File: config.mk
export PLATFORM = sky130hd
export DESIGN_NAME = decoder_scan
export DESIGN_NICKNAME = d
export VERILOG_FILES = /design/src/rtl/decoder_pkg.sv /design/src/rtl/scan_tick_gen.sv /design/src/rtl/decoder_scan.sv
export SDC_FILE = /design/constraint.sdc
export NUM_CORES = 1
export LEC_CHECK = 0
export ABC_AREA = 1
export ABC_CLOCK_PERIOD_IN_PS = 3000
export CAP_MARGIN = 5
export CELL_PAD_IN_SITES_DETAIL_PLACEMENT = 1
export CELL_PAD_IN_SITES_GLOBAL_PLACEMENT = 2
export CORE_MARGIN = 2
export CORE_UTILIZATION = 32
export CTS_BUF_LIST = sky130_fd_sc_hd__clkbuf_4 sky130_fd_sc_hd__clkbuf_8
export CTS_CLUSTER_SIZE = 12
export DETAILED_ROUTE_END_ITERATION = 10
export GPL_TIMING_DRIVEN = 0
export MAX_ROUTING_LAYER = met4
export PLACE_DENSITY_LB_ADDON = 0.1
export SYNTH_ARGS = -nofsm -noshare
export SYNTH_HDL_FRONTEND = slang
export SYNTH_SLANG_ARGS = --single-unit
File: constraint.sdc
create_clock -name clk -period 3 [get_ports clk]
set_input_delay 0.6 -clock clk [delete_from_list [all_inputs] [get_ports clk]]
set_output_delay 0.6 -clock clk [all_outputs]
set_load 0.02 [all_outputs]
File: src/rtl/decoder_pkg.sv
// Shared types and decode helpers for the decoder_scan family.
// Helpers work at a fixed maximum width; callers zero-extend the select
// and truncate the result to their own 2**SEL_W output width.
package decoder_pkg;

    localparam int MAX_SEL_W = 8;
    localparam int MAX_OUT_W = 256;

    typedef enum logic [1:0] {
        MODE_ONEHOT = 2'b00,
        MODE_THERMO = 2'b01,
        MODE_SCAN   = 2'b10,
        MODE_RSVD   = 2'b11
    } mode_t;

    typedef enum logic [1:0] {
        ST_IDLE = 2'b00,
        ST_FULL = 2'b01,
        ST_SCAN = 2'b10
    } state_t;

    // One-hot decode: bit sel set, all others clear.
    function automatic logic [MAX_OUT_W-1:0] onehot_f(input logic [MAX_SEL_W-1:0] sel);
        logic [MAX_OUT_W-1:0] r;
        r      = '0;
        r[sel] = 1'b1;
        return r;
    endfunction

    // Thermometer decode: bits sel down to 0 set, upper bits clear.
    function automatic logic [MAX_OUT_W-1:0] thermo_f(input logic [MAX_SEL_W-1:0] sel);
        logic [MAX_OUT_W-1:0] r;
        r = '0;
        for (int i = 0; i < MAX_OUT_W; i++) begin
            r[i] = (i <= int'(sel));
        end
        return r;
    endfunction

endpackage

File: src/rtl/scan_tick_gen.sv
// Programmable step-period divider. While not cleared it counts up each
// cycle and emits tick once count >= scan_div, reloading to 0 on that tick.
// The >= compare means lowering scan_div mid-count never stalls the strobe.
module scan_tick_gen #(
    parameter int DIV_W = 8
) (
    input  logic             clk,
    input  logic             rst_n,
    input  logic             clr,
    input  logic [DIV_W-1:0] scan_div,
    output logic             tick
);

    logic [DIV_W-1:0] count_r;

    assign tick = (!clr) && (count_r >= scan_div);

    // Divider counter: hold at zero while cleared, reload on tick, else count up.
    always_ff @(posedge clk or negedge rst_n) begin
        if (!rst_n) begin
            count_r <= {DIV_W{1'b0}};
        end else if (clr || tick) begin
            count_r <= {DIV_W{1'b0}};
        end else begin
            count_r <= count_r + {{(DIV_W-1){1'b0}}, 1'b1};
        end
    end

endmodule

File: src/rtl/decoder_scan.sv
// Registered binary decoder with valid/ready on both sides. Supports
// one-hot and thermometer decode of accepted words and a free-running
// walking-one scan whose step period is scan_div+1 cycles.
module decoder_scan
    import decoder_pkg::*;
#(
    parameter int SEL_W = 3,
    parameter int DIV_W = 8
) (
    input  logic                  clk,
    input  logic                  rst_n,
    input  logic                  en,
    input  logic [1:0]            mode,
    input  logic                  in_valid,
    output logic                  in_ready,
    input  logic [SEL_W-1:0]      din,
    input  logic [DIV_W-1:0]      scan_div,
    output logic [(2**SEL_W)-1:0] dout,
    output logic                  out_valid,
    input  logic                  out_ready,
    output logic                  wrap,
    output logic                  err
);

    localparam int OUT_W = 2**SEL_W;

    mode_t            mode_s;
    state_t           state_r, state_nxt_s;
    logic [OUT_W-1:0] dout_r, dout_nxt_s;
    logic             out_valid_r, out_valid_nxt_s;
    logic             wrap_r, wrap_nxt_s;
    logic             err_r, err_nxt_s;
    logic [SEL_W-1:0] pos_r, pos_nxt_s, pos_adv_s;
    logic [OUT_W-1:0] word_onehot_s, word_thermo_s, word_scan_s, word_first_s;
    logic             in_ready_s, accept_s, scan_entry_s, leave_scan_s;
    logic             div_clr_s, tick_s;

    assign mode_s       = mode_t'(mode);
    assign in_ready_s   = en && (state_r != ST_SCAN) &&
                          ((state_r == ST_IDLE) || out_ready) && (mode_s != MODE_SCAN);
    assign accept_s     = in_valid && in_ready_s;
    // A held word must be drained before the scan may take over the output.
    assign scan_entry_s = en && (mode_s == MODE_SCAN) &&
                          ((state_r == ST_IDLE) || ((state_r == ST_FULL) && out_ready));
    assign leave_scan_s = (!en) || (mode_s != MODE_SCAN);
    assign pos_adv_s    = pos_r + {{(SEL_W-1){1'b0}}, 1'b1};
    assign word_first_s = {{(OUT_W-1){1'b0}}, 1'b1};
    // Divider only runs while the scan is active and not about to stop.
    assign div_clr_s    = (state_r != ST_SCAN) || leave_scan_s;

    scan_tick_gen #(
        .DIV_W (DIV_W)
    ) u_tick (
        .clk      (clk),
        .rst_n    (rst_n),
        .clr      (div_clr_s),
        .scan_div (scan_div),
        .tick     (tick_s)
    );

    // Candidate output words for each decode source.
    always_comb begin
        word_onehot_s = OUT_W'(onehot_f(MAX_SEL_W'(din)));
        word_thermo_s = OUT_W'(thermo_f(MAX_SEL_W'(din)));
        word_scan_s   = OUT_W'(onehot_f(MAX_SEL_W'(pos_adv_s)));
    end

    // Next-state and next-output logic for the IDLE/FULL/SCAN controller.
    always_comb begin
        state_nxt_s     = state_r;
        dout_nxt_s      = dout_r;
        out_valid_nxt_s = out_valid_r;
        pos_nxt_s       = pos_r;
        wrap_nxt_s      = 1'b0;
        err_nxt_s       = 1'b0;
        case (state_r)
            ST_IDLE, ST_FULL: begin
                if (accept_s) begin
                    state_nxt_s     = ST_FULL;
                    out_valid_nxt_s = 1'b1;
                    err_nxt_s       = (mode_s == MODE_RSVD);
                    case (mode_s)
                        MODE_ONEHOT: dout_nxt_s = word_onehot_s;
                        MODE_THERMO: dout_nxt_s = word_thermo_s;
                        default:     dout_nxt_s = {OUT_W{1'b0}};
                    endcase
                end else if (scan_entry_s) begin
                    state_nxt_s     = ST_SCAN;
                    dout_nxt_s      = word_first_s;
                    out_valid_nxt_s = 1'b1;
                    pos_nxt_s       = {SEL_W{1'b0}};
                end else if ((state_r == ST_FULL) && out_ready) begin
                    state_nxt_s     = ST_IDLE;
                    dout_nxt_s      = {OUT_W{1'b0}};
                    out_valid_nxt_s = 1'b0;
                end else begin
                    state_nxt_s = state_r;
                end
            end
            ST_SCAN: begin
                if (leave_scan_s) begin
                    state_nxt_s     = ST_IDLE;
                    dout_nxt_s      = {OUT_W{1'b0}};
                    out_valid_nxt_s = 1'b0;
                    pos_nxt_s       = {SEL_W{1'b0}};
                end else if (tick_s) begin
                    pos_nxt_s  = pos_adv_s;
                    dout_nxt_s = word_scan_s;
                    wrap_nxt_s = &pos_r;
                end else begin
                    pos_nxt_s = pos_r;
                end
            end
            default: begin
                state_nxt_s     = ST_IDLE;
                dout_nxt_s      = {OUT_W{1'b0}};
                out_valid_nxt_s = 1'b0;
                pos_nxt_s       = {SEL_W{1'b0}};
            end
        endcase
    end

    // State and registered outputs; reset clears everything immediately.
    always_ff @(posedge clk or negedge rst_n) begin
        if (!rst_n) begin
            state_r     <= ST_IDLE;
            dout_r      <= {OUT_W{1'b0}};
            out_valid_r <= 1'b0;
            wrap_r      <= 1'b0;
            err_r       <= 1'b0;
            pos_r       <= {SEL_W{1'b0}};
        end else begin
            state_r     <= state_nxt_s;
            dout_r      <= dout_nxt_s;
            out_valid_r <= out_valid_nxt_s;
            wrap_r      <= wrap_nxt_s;
            err_r       <= err_nxt_s;
            pos_r       <= pos_nxt_s;
        end
    end

    assign in_ready  = in_ready_s;
    assign dout      = dout_r;
    assign out_valid = out_valid_r;
    assign wrap      = wrap_r;
    assign err       = err_r;

endmodule

==> results.json <==
{
  "outcome": "finished clean",
  "design_area_um2": 2014,
  "hold_class": "reg2reg",
  "critPathKind": "in2out",
  "coreArea_um2": 4786,
  "fillCellCount": 617,
  "synth_area_um2": 1599,
  "initial_utilization": 0.3341,
  "worstSkewPairLatency_ps": 260,
  "synthToLayoutAreaGrowth_pct": 25.98,
  "crit_fanout": 4,
  "dieArea_um2": 5579,
  "root_buffer": "clkbuf_8",
  "synth_cell_types": 23,
  "slew_headroom": 0.2718,
  "synth.top_cells.by_area": "dfrtp_1 (38%), nand2_1 (17%), ha_1 (8.6%)",
  "die_x_um": 74.69,
  "cts_tree": "built",
  "tightestPinTransition_ps": 1089,
  "r2r-end": "dout[0]$_DFFE_PN0P_",
  "ant_nets": 0,
  "cts_buffers": 3,
  "ys_ff_latch": 24,
  "arrival_ps": 2150,
  "dr.pass1.iters": 4,
  "layout_common_cells": "nand2_1 (74), inv_1 (32), clkdlybuf4s50_1 (29)",
  "setup_viol": 0,
  "rsz0062_at_grt": "false",
  "clock-sinks": 24,
  "ys_warn_count": 0,
  "grt_pass1_wl_um": 6686,
  "finClkSkew_ps": 2.160,
  "synthCells": 219,
  "num-nets-final": 282,
  "fin_tns_setup_ps": 0,
  "grt_pass1_vias": 1552,
  "synth_top_area_frac": 0.3756,
  "multi_input_area_um2": 855.8,
  "wirelength_um": 3729,
  "min_period_ps": 2751,
  "max_stage_delay_ps": 640,
  "rr_worst_depth": 8,
  "maxCapViolCount": 0,
  "via_count": 1456,
  "gr-total-overflow": 0,
  "gr-usage-all-layers": 0.1590,
  "finalCritPeriodShare": 0.9169,
  "cts_max_level": 1,
  "cts_buffer_depth": 2,
  "power_density_nw_per_um2": 352.7,
  "postCtsHoldBufs": 0,
  "end_kind": "output pin",
  "drtIter0Drc": 25,
  "placed_area_um2": 1973,
  "peakVddDrop_v": 0.0001577,
  "post_cts_buffers": 0,
  "drv_slew": 0,
  "fmax_mhz": 363.6,
  "utilization": 0.4209,
  "synth_top_area_cell": "dfrtp_1",
  "fp-row-count": 25,
  "drive_gt1_frac": 0.05976,
  "power_w": 0.0007105,
  "p_leak_nw": 1.114,
  "drt-wirelength-per-cell_um": 11.73,
  "ys_seq_area_frac": 0.3756,
  "syn-num-nets": 248,
  "post_cts_resized": 0,
  "regArea_um2": 600.6,
  "crit_required_ps": 2400,
  "via_per_inst": 4.579,
  "crit_path_top_delay_cell": "clkdlybuf4s50_1",
  "io_pins": 30,
  "crit_chain": "clkdlybuf4s50_1 -> inv_1 -> nand2_1 -> nand2_1 -> nor2_1 -> clkdlybuf4s50_1",
  "gp_congestion": 0.7378,
  "layout_commonest_cell": "nand2_1",
  "port_buffers": 29,
  "drcViolationCount": 0,
  "critPathCapture": "in_ready",
  "antenna_found_initial": 0,
  "r2r-start": "u_tick.count_r[5]$_DFF_PN0_",
  "ff2ff_setup_slack_ps": 1120,
  "start_kind": "input pin",
  "diodes": 0,
  "dieHeight_um": 74.69,
  "grt_max_degree": 25,
  "clk_pin_slew_worst_paths_ps": 80,
  "dp.final_hpwl_um": 3038,
  "critical_path.startpoint": "mode[0]",
  "hold_viol": 0,
  "syn_avg_cell_area_um2": 7.302
}
==> logic make-up after synthesis <==
logic type                 share of synthesized area
AOI/OAI and AO/OA                            0.04382
adders and majority gates                    0.08607
DFF                                           0.3756
and+or+nand+nor                               0.3944
buffers and inverters                        0.08920
xor gates and xnor gates                     0.01096
==> per-stage QoR <==
| stage | std cells | hold WS (ps) | setup slack [ps] |
|---|---|---|---|
| floorplan | 219 | 304.4 | 1144 |
| global route | 318 | 507.5 | 64.12 |
| detailed placement | 315 | 464.2 | 231.9 |
| global placement | 315 | 456.1 | 227.9 |
| finish | 318 | 477.7 | 249.4 |
| CTS | 318 | 485.1 | 217.9 |
==> per-layer routing <==
layer	part of all wire	up-vias	track usage
met4	0.0072	0	0.03571
met2	0.49	18	0.2724
met3	0.027	2	0.02276
li1	-	763	-
met1	0.48	673	0.1997
met5	0	-	-
==> final cells by class <==
type / count / area share
timing repair buffer: 29 / 0.1441
inverter: 33 / 0.06149
clock buffer: 3 / 0.02050
buffer: 2 / 0.009317
sequential: 24 / 0.2981
tap: 67 / 0.04161
multi-input combinational: 160 / 0.4248
==> critical path: cells and delay by family <==
family	cells	cell delay (ps)
buffers and inverters	3	1240
and+or+nand+nor	3	300
==> worst min-delay path by stage <==
| stage | cells after the start | endpoint | start | slack, ps |
|---|---|---|---|---|
| after floorplan | 0 | dout[0]$_DFFE_PN0P_ | rst_n | 300 |
| after global placement | 2 | dout[4]$_DFFE_PN0P_ | dout[4]$_DFFE_PN0P_ | 460 |
| after detailed placement | 2 | dout[2]$_DFFE_PN0P_ | dout[2]$_DFFE_PN0P_ | 460 |
| after CTS | 2 | dout[2]$_DFFE_PN0P_ | dout[2]$_DFFE_PN0P_ | 490 |
| after global routing | 2 | dout[3]$_DFFE_PN0P_ | dout[3]$_DFFE_PN0P_ | 510 |
| final | 2 | dout[2]$_DFFE_PN0P_ | dout[2]$_DFFE_PN0P_ | 480 |
==> cells in the mapped netlist (all sizes together) <==
cell type	instances
nand4	7
o21ai	5
nor2	22
inv	33
nor3b	3
a21o	1
nand3	25
a22oi	1
nor3	1
nand2	76
dfrtp	24
a21oi	6
xor2	2
buf	2
ha	11
==> sequential cells by signal, indices dropped and copies added (netlist names) <==
name,flops
out_valid,1
pos_r,3
dout,8
err,1
wrap,1
state_r,2
u_tick.count_r,8
==> power by group <==
| part | internal [W] | switching [W] | total, W |
|---|---|---|---|
| Sequential | 0.000339 | 0.0000107 | 0.000350 |
| Clock | 0.0000897 | 0.0000997 | 0.000189 |
| Combinational | 0.0000710 | 0.000100 | 0.000171 |
No activity file was read; power rests on OpenSTA's default activity.
